===== src/rtl/wr_burst_engine.sv =====
// wr_burst_engine: AXI4 write master that issues one INCR burst per command.
// The AW and W channels run concurrently. Data beats pass straight through
// from the caller to the W channel without buffering, and each command
// reports a done/error status.
module wr_burst_engine #(
  parameter int ENGINE_ID  = 0,
  parameter int ADDR_WIDTH = 33,
  parameter int DATA_WIDTH = 256,  // 256 or 512 only
  parameter int ID_WIDTH   = 6,
  parameter int LEN_WIDTH  = 8
) (
  input  logic                    clk,
  input  logic                    resetn,
  input  logic                    cmd_valid,
  output logic                    cmd_ready,
  input  logic [ADDR_WIDTH-1:0]   cmd_addr,
  input  logic [LEN_WIDTH-1:0]    cmd_len,
  input  logic [DATA_WIDTH-1:0]   wr_data,
  input  logic [DATA_WIDTH/8-1:0] wr_strb,
  input  logic                    wr_valid,
  output logic                    wr_ready,
  output logic                    busy,
  output logic                    done,
  output logic                    done_err,
  output logic                    m_axi_AWVALID,
  output logic [ADDR_WIDTH-1:0]   m_axi_AWADDR,
  output logic [ID_WIDTH-1:0]     m_axi_AWID,
  output logic [LEN_WIDTH-1:0]    m_axi_AWLEN,
  output logic [2:0]              m_axi_AWSIZE,
  output logic [1:0]              m_axi_AWBURST,
  input  logic                    m_axi_AWREADY,
  output logic                    m_axi_WVALID,
  output logic [DATA_WIDTH-1:0]   m_axi_WDATA,
  output logic [DATA_WIDTH/8-1:0] m_axi_WSTRB,
  output logic                    m_axi_WLAST,
  input  logic                    m_axi_WREADY,
  input  logic                    m_axi_BVALID,
  input  logic [1:0]              m_axi_BRESP,
  input  logic [ID_WIDTH-1:0]     m_axi_BID,
  output logic                    m_axi_BREADY
);

  localparam int STRB_WIDTH = DATA_WIDTH / 8;
  localparam int OFFS       = $clog2(STRB_WIDTH);
  // Clears the byte-offset bits so that every burst starts on a beat boundary.
  localparam logic [ADDR_WIDTH-1:0] ALIGN_MASK =
    ~((ADDR_WIDTH'(1) << OFFS) - ADDR_WIDTH'(1));
  localparam logic [2:0] AXSIZE = (DATA_WIDTH == 512) ? 3'b110 : 3'b101;

  typedef enum logic [1:0] {IDLE, XFER, RESP, DONE} state_t;

  state_t                state_q, state_d;
  logic [ADDR_WIDTH-1:0] addr_q, addr_d;
  logic [LEN_WIDTH-1:0]  len_q, len_d;
  logic [LEN_WIDTH-1:0]  beat_cnt_q, beat_cnt_d;
  logic                  aw_done_q, aw_done_d;
  logic                  w_done_q, w_done_d;
  logic                  awvalid_q, awvalid_d;
  logic                  bready_q, bready_d;
  logic                  busy_q, busy_d;
  logic                  done_q, done_d;
  logic                  done_err_q, done_err_d;

  logic w_active;
  logic w_last_beat;
  logic w_hs;
  logic aw_hs;
  logic b_hs;
  // BRESP[0] only distinguishes EXOKAY from OKAY; it does not signal an error.
  logic unused_bresp0;

  assign unused_bresp0 = m_axi_BRESP[0];

  // The W channel is a pure pass-through while the burst still owes beats.
  assign w_active     = (state_q == XFER) && !w_done_q;
  assign w_last_beat  = (beat_cnt_q == len_q);
  assign m_axi_WVALID = w_active & wr_valid;
  assign wr_ready     = w_active & m_axi_WREADY;
  assign m_axi_WLAST  = w_active & w_last_beat;
  assign m_axi_WDATA  = wr_data;
  assign m_axi_WSTRB  = wr_strb;

  assign w_hs  = m_axi_WVALID & m_axi_WREADY;
  assign aw_hs = awvalid_q & m_axi_AWREADY;
  assign b_hs  = bready_q & m_axi_BVALID;

  assign cmd_ready     = (state_q == IDLE);
  assign busy          = busy_q;
  assign done          = done_q;
  assign done_err      = done_err_q;
  assign m_axi_AWVALID = awvalid_q;
  assign m_axi_AWADDR  = addr_q;
  assign m_axi_AWLEN   = len_q;
  assign m_axi_AWID    = ID_WIDTH'(ENGINE_ID);
  assign m_axi_AWSIZE  = AXSIZE;
  assign m_axi_AWBURST = 2'b01;
  assign m_axi_BREADY  = bready_q;

  // Next-state and next-output logic for the burst sequencer.
  always_comb begin
    state_d    = state_q;
    addr_d     = addr_q;
    len_d      = len_q;
    beat_cnt_d = beat_cnt_q;
    aw_done_d  = aw_done_q;
    w_done_d   = w_done_q;
    awvalid_d  = awvalid_q;
    bready_d   = bready_q;
    busy_d     = busy_q;
    done_d     = 1'b0;
    done_err_d = done_err_q;
    case (state_q)
      IDLE: begin
        if (cmd_valid) begin
          addr_d     = cmd_addr & ALIGN_MASK;
          len_d      = cmd_len;
          beat_cnt_d = '0;
          aw_done_d  = 1'b0;
          w_done_d   = 1'b0;
          awvalid_d  = 1'b1;
          busy_d     = 1'b1;
          done_err_d = 1'b0;
          state_d    = XFER;
        end
      end
      XFER: begin
        if (aw_hs) begin
          awvalid_d = 1'b0;
          aw_done_d = 1'b1;
        end
        if (w_hs) begin
          // The last beat sets w_done, so the counter never wraps mid-burst.
          beat_cnt_d = beat_cnt_q + LEN_WIDTH'(1);
          if (w_last_beat) begin
            w_done_d = 1'b1;
          end
        end
        // Both channels can finish in the same cycle, so look at this cycle's handshakes too.
        if ((aw_done_q || aw_hs) && (w_done_q || (w_hs && w_last_beat))) begin
          bready_d = 1'b1;
          state_d  = RESP;
        end
      end
      RESP: begin
        if (b_hs) begin
          bready_d   = 1'b0;
          done_err_d = m_axi_BRESP[1] | (m_axi_BID != ID_WIDTH'(ENGINE_ID));
          done_d     = 1'b1;
          busy_d     = 1'b0;
          state_d    = DONE;
        end
      end
      DONE: begin
        state_d = IDLE;
      end
      default: begin
        state_d = IDLE;
      end
    endcase
  end

  // State register. Reset abandons any burst that is in flight, with no done pulse.
  always_ff @(posedge clk or negedge resetn) begin
    if (!resetn) begin
      state_q    <= IDLE;
      addr_q     <= '0;
      len_q      <= '0;
      beat_cnt_q <= '0;
      aw_done_q  <= 1'b0;
      w_done_q   <= 1'b0;
      awvalid_q  <= 1'b0;
      bready_q   <= 1'b0;
      busy_q     <= 1'b0;
      done_q     <= 1'b0;
      done_err_q <= 1'b0;
    end else begin
      state_q    <= state_d;
      addr_q     <= addr_d;
      len_q      <= len_d;
      beat_cnt_q <= beat_cnt_d;
      aw_done_q  <= aw_done_d;
      w_done_q   <= w_done_d;
      awvalid_q  <= awvalid_d;
      bready_q   <= bready_d;
      busy_q     <= busy_d;
      done_q     <= done_d;
      done_err_q <= done_err_d;
    end
  end

endmodule


===== config.mk =====
export PLATFORM = sky130hd
export DESIGN_NAME = wr_burst_engine
export DESIGN_NICKNAME = d
export VERILOG_FILES = /design/src/rtl/wr_burst_engine.sv
export SDC_FILE = /design/constraint.sdc
export NUM_CORES = 1
export LEC_CHECK = 0
export CORE_AREA = 5 5 264 266
export CTS_BUF_LIST = sky130_fd_sc_hd__clkbuf_8
export DETAILED_ROUTE_END_ITERATION = 8
export DIE_AREA = 0 0 269 271
export GPL_TIMING_DRIVEN = 1
export PLACE_DENSITY = 0.42
export SYNTH_ARGS = -nofsm -noshare
export SYNTH_HDL_FRONTEND = slang
export SYNTH_SLANG_ARGS = --single-unit

===== constraint.sdc =====
create_clock -name clk -period 2.8 [get_ports clk]
set_input_delay 0.56 -clock clk [delete_from_list [all_inputs] [get_ports clk]]
set_output_delay 0.56 -clock clk [all_outputs]
set_load 0.03 [all_outputs]

==> metrics.cfg, run 1 <==
[clocking]
root_buffer=clkbuf_8
cts_buffers=5
clockBufferDepth=2
cts_setup_buffers=0
clkTransAtPathRegs_ns=0.13
cts_tree=built
h-tree-depth=2
ctsHoldBuffers=0
cts_resized=0
clk_latency_ns=0.37
cts_sinks=53

[synth]
synth.distinct_cells=34
ys_seq_area_share_pct=28.2
synthTopCellsByCount=304 x buf_4, 53 x dfrtp_1, 36 x mux2_2, 23 x nand2_1, 12 x o21ai_0
avgSynthCellArea_um2=9.29
synth_cells=506
synth_top_area_share_pct=48.5
synth_edf_count=0
netlist_area_mm2=0.00470
yosysMostFrequentCell=buf_4
synthFlopType=dfrtp_1
yosys.area.top_type=buf_4
ys_ff_latch=53
synthTopCellsByArea=buf_4 49%, dfrtp_1 28%, mux2_2 8.6%, nand2_1 1.8%, xor2_1 1.5%
ys_warn_count=0
async_flop_share_pct=100

[grt]
antenna_found_initial=1
grt_pass1_wl_um=27400
grt-ovfl-total=0
grt_pass1_vias=2694
track_usage_pct=5.87
grt_max_degree=27

[flow_run]
drv_cap=0

[critical_path]
critPathMaxStageDelay_ns=0.47
ff2ff_path_depth=8
crit_path_max_fanout=6
critical_path_required_ns=2.24
path_cells=xor2_1 -> nor4_4 -> nand2_1 -> nor3_1 -> buf_4
crit_path_end_kind=output pin
critPathKind=reg -> out
start_kind=flip-flop
cp_slowest_cell=dfrtp_1
arrival_ns=1.97

[floorplan]
initial_core_util_pct=7.04
die_w_um=269
dieHeight_um=271
fp.coreArea_mm2=0.0668
rows=95
ios=693
dieArea_mm2=0.0729

[timing]
tns_ns=0
max_freq_ghz=0.395
setup-violations-final=0
worst_pin_slew_ns=0.676
grt_setup_unrepaired=false
slew_headroom_pct=55.0
fin_crit_sh_pct=90.4
hold_viol=0
finalClockSkew_ns=0.0188
drv_slew=0
finalWorstPathRequiredPeriod_ns=2.53

[power]
p_per_area_mw_per_mm2=917
vdd_drop_max_mv=0.452
leakagePower_nw=1.57

[placement]
dp.cells=1183
routabilityCongestion=0.659
hpwl_um=19800
port_buffers=94

[drt]
avgViaCountPerCell=2.03
wirelength_um=23000
vias=2423
drt-initial-drc-count=76
first_pass_iters=4
wl_per_cell_um=19.3
drc_errors=0
ant_nets=0

[layout]
syn2layout_area_growth_pct=-1.84
nets=665
fin_cells=1192
drive_gt1_share_pct=19.5

[status]
status=complete, no violations

[hold_path]
min_path_type=in -> async

==> metrics by stage <==
| step | cell area, um^2 | setup WS, ns | util, % | hold slack [ns] | total power, mW |
|---|---|---|---|---|---|
| 3_5_place_dp | 4510 | 0.355 | 6.76 | 0.496 | 3.74 |
| 4_1_cts | 4610 | 0.212 | 6.90 | 0.193 | 4.37 |
| 2_1_floorplan | 4750 | 0.436 | - | 0.264 | 3.49 |
| 3_3_place_gp | 4510 | 0.353 | 6.76 | 0.486 | 3.72 |
| 5_1_grt | 4610 | 0.0626 | 6.91 | 0.222 | 4.56 |
| 6_report | 4610 | 0.268 | 6.91 | 0.213 | 4.23 |
==> layout make-up <==
type                    count  area, um^2
diodes                      1        2.50
clock buffers               5        68.8
clock inverters             3        28.8
fillers                  7849       62200
inverters                   5        18.8
multi-input cells         152        1100
flip-flops and latches     53        1330
well taps                 873        1090
repair buffers            100         976
==> path summary, 6_finish.rpt <==
check                                 start               end  slack [ns]
min in group clk           m_axi_AWADDR[12]  m_axi_AWADDR[12]        0.52
min reg2reg                m_axi_AWADDR[12]  m_axi_AWADDR[12]        0.52
min                                  resetn  m_axi_AWADDR[13]        0.21
max reg2reg                      state_q[1]     beat_cnt_q[5]        0.70
max in group asynchronous            resetn  m_axi_AWADDR[16]        1.83
max                           beat_cnt_q[2]       m_axi_WLAST        0.27
==> sequential cells by signal, indices dropped and copies added, names as in the netlist, 2 cells and up <==
register / flops
state_q: 2
beat_cnt_q: 8
m_axi_AWLEN: 8
m_axi_AWADDR: 28
==> logic make-up after synthesis <==
kind of cell / Yosys count / share of synthesized area (%)
AOI/OAI and AO/OA: 28 / 3.62
xor gates and xnor gates: 8 / 1.49
adders and majority gates: 4 / 1.06
buffers and inverters: 315 / 49.5
DFF: 53 / 28.2
muxes: 40 / 9.50
other: 2 / 0.160
and+or+nand+nor: 56 / 6.41
==> where the power goes <==
part	total (mW)	switching [mW]	internal, mW
clock	0.551	0.362	0.189
sequential	1.33	0.240	1.09
combinational	2.35	1.33	1.02
total	4.23	1.93	2.31
==> worst max-delay path: cells and delay by family (launching register included) <==
kind	cells	cell delay, ns
xor gates and xnor gates	1	0.21
DFF	1	0.47
and+or+nand+nor	3	0.72
buffers and inverters	1	0.21
==> per-layer routing <==
metal  vias up  GRT usage, %  share of wire (%)
met5         -             0                  0
met4         0          5.34                 10
met3       122          6.57                 25
met2       354          8.31                 41
met1      1029          4.11                 24
li1        918             -                  -
==> cells in the final DEF, fill, tap and decap left out, types with 2 or more instances in the layout <==
cell type	instances
nor2b_1	4
nand2_1	22
o21ai_0	12
nor3_1	5
nor4_4	2
xor2_1	8
and3_1	3
a31oi_1	2
mux2i_1	3
mux2_2	36
ha_1	4
buf_4	8
dfrtp_1	53
nand3_1	5
clkbuf_8	5
a21oi_1	8
conb_1	16
clkdlybuf4s50_1	91
inv_1	5
nor2_1	7
Note: power is estimated with default switching activity, not from simulation.
==> run 2: changes to the inputs <==
- ABC_CLOCK_PERIOD_IN_PS: unset -> 2800
==> results of run 2 <==
No change in the layout: final DEF, timing and power equal those of run 1.
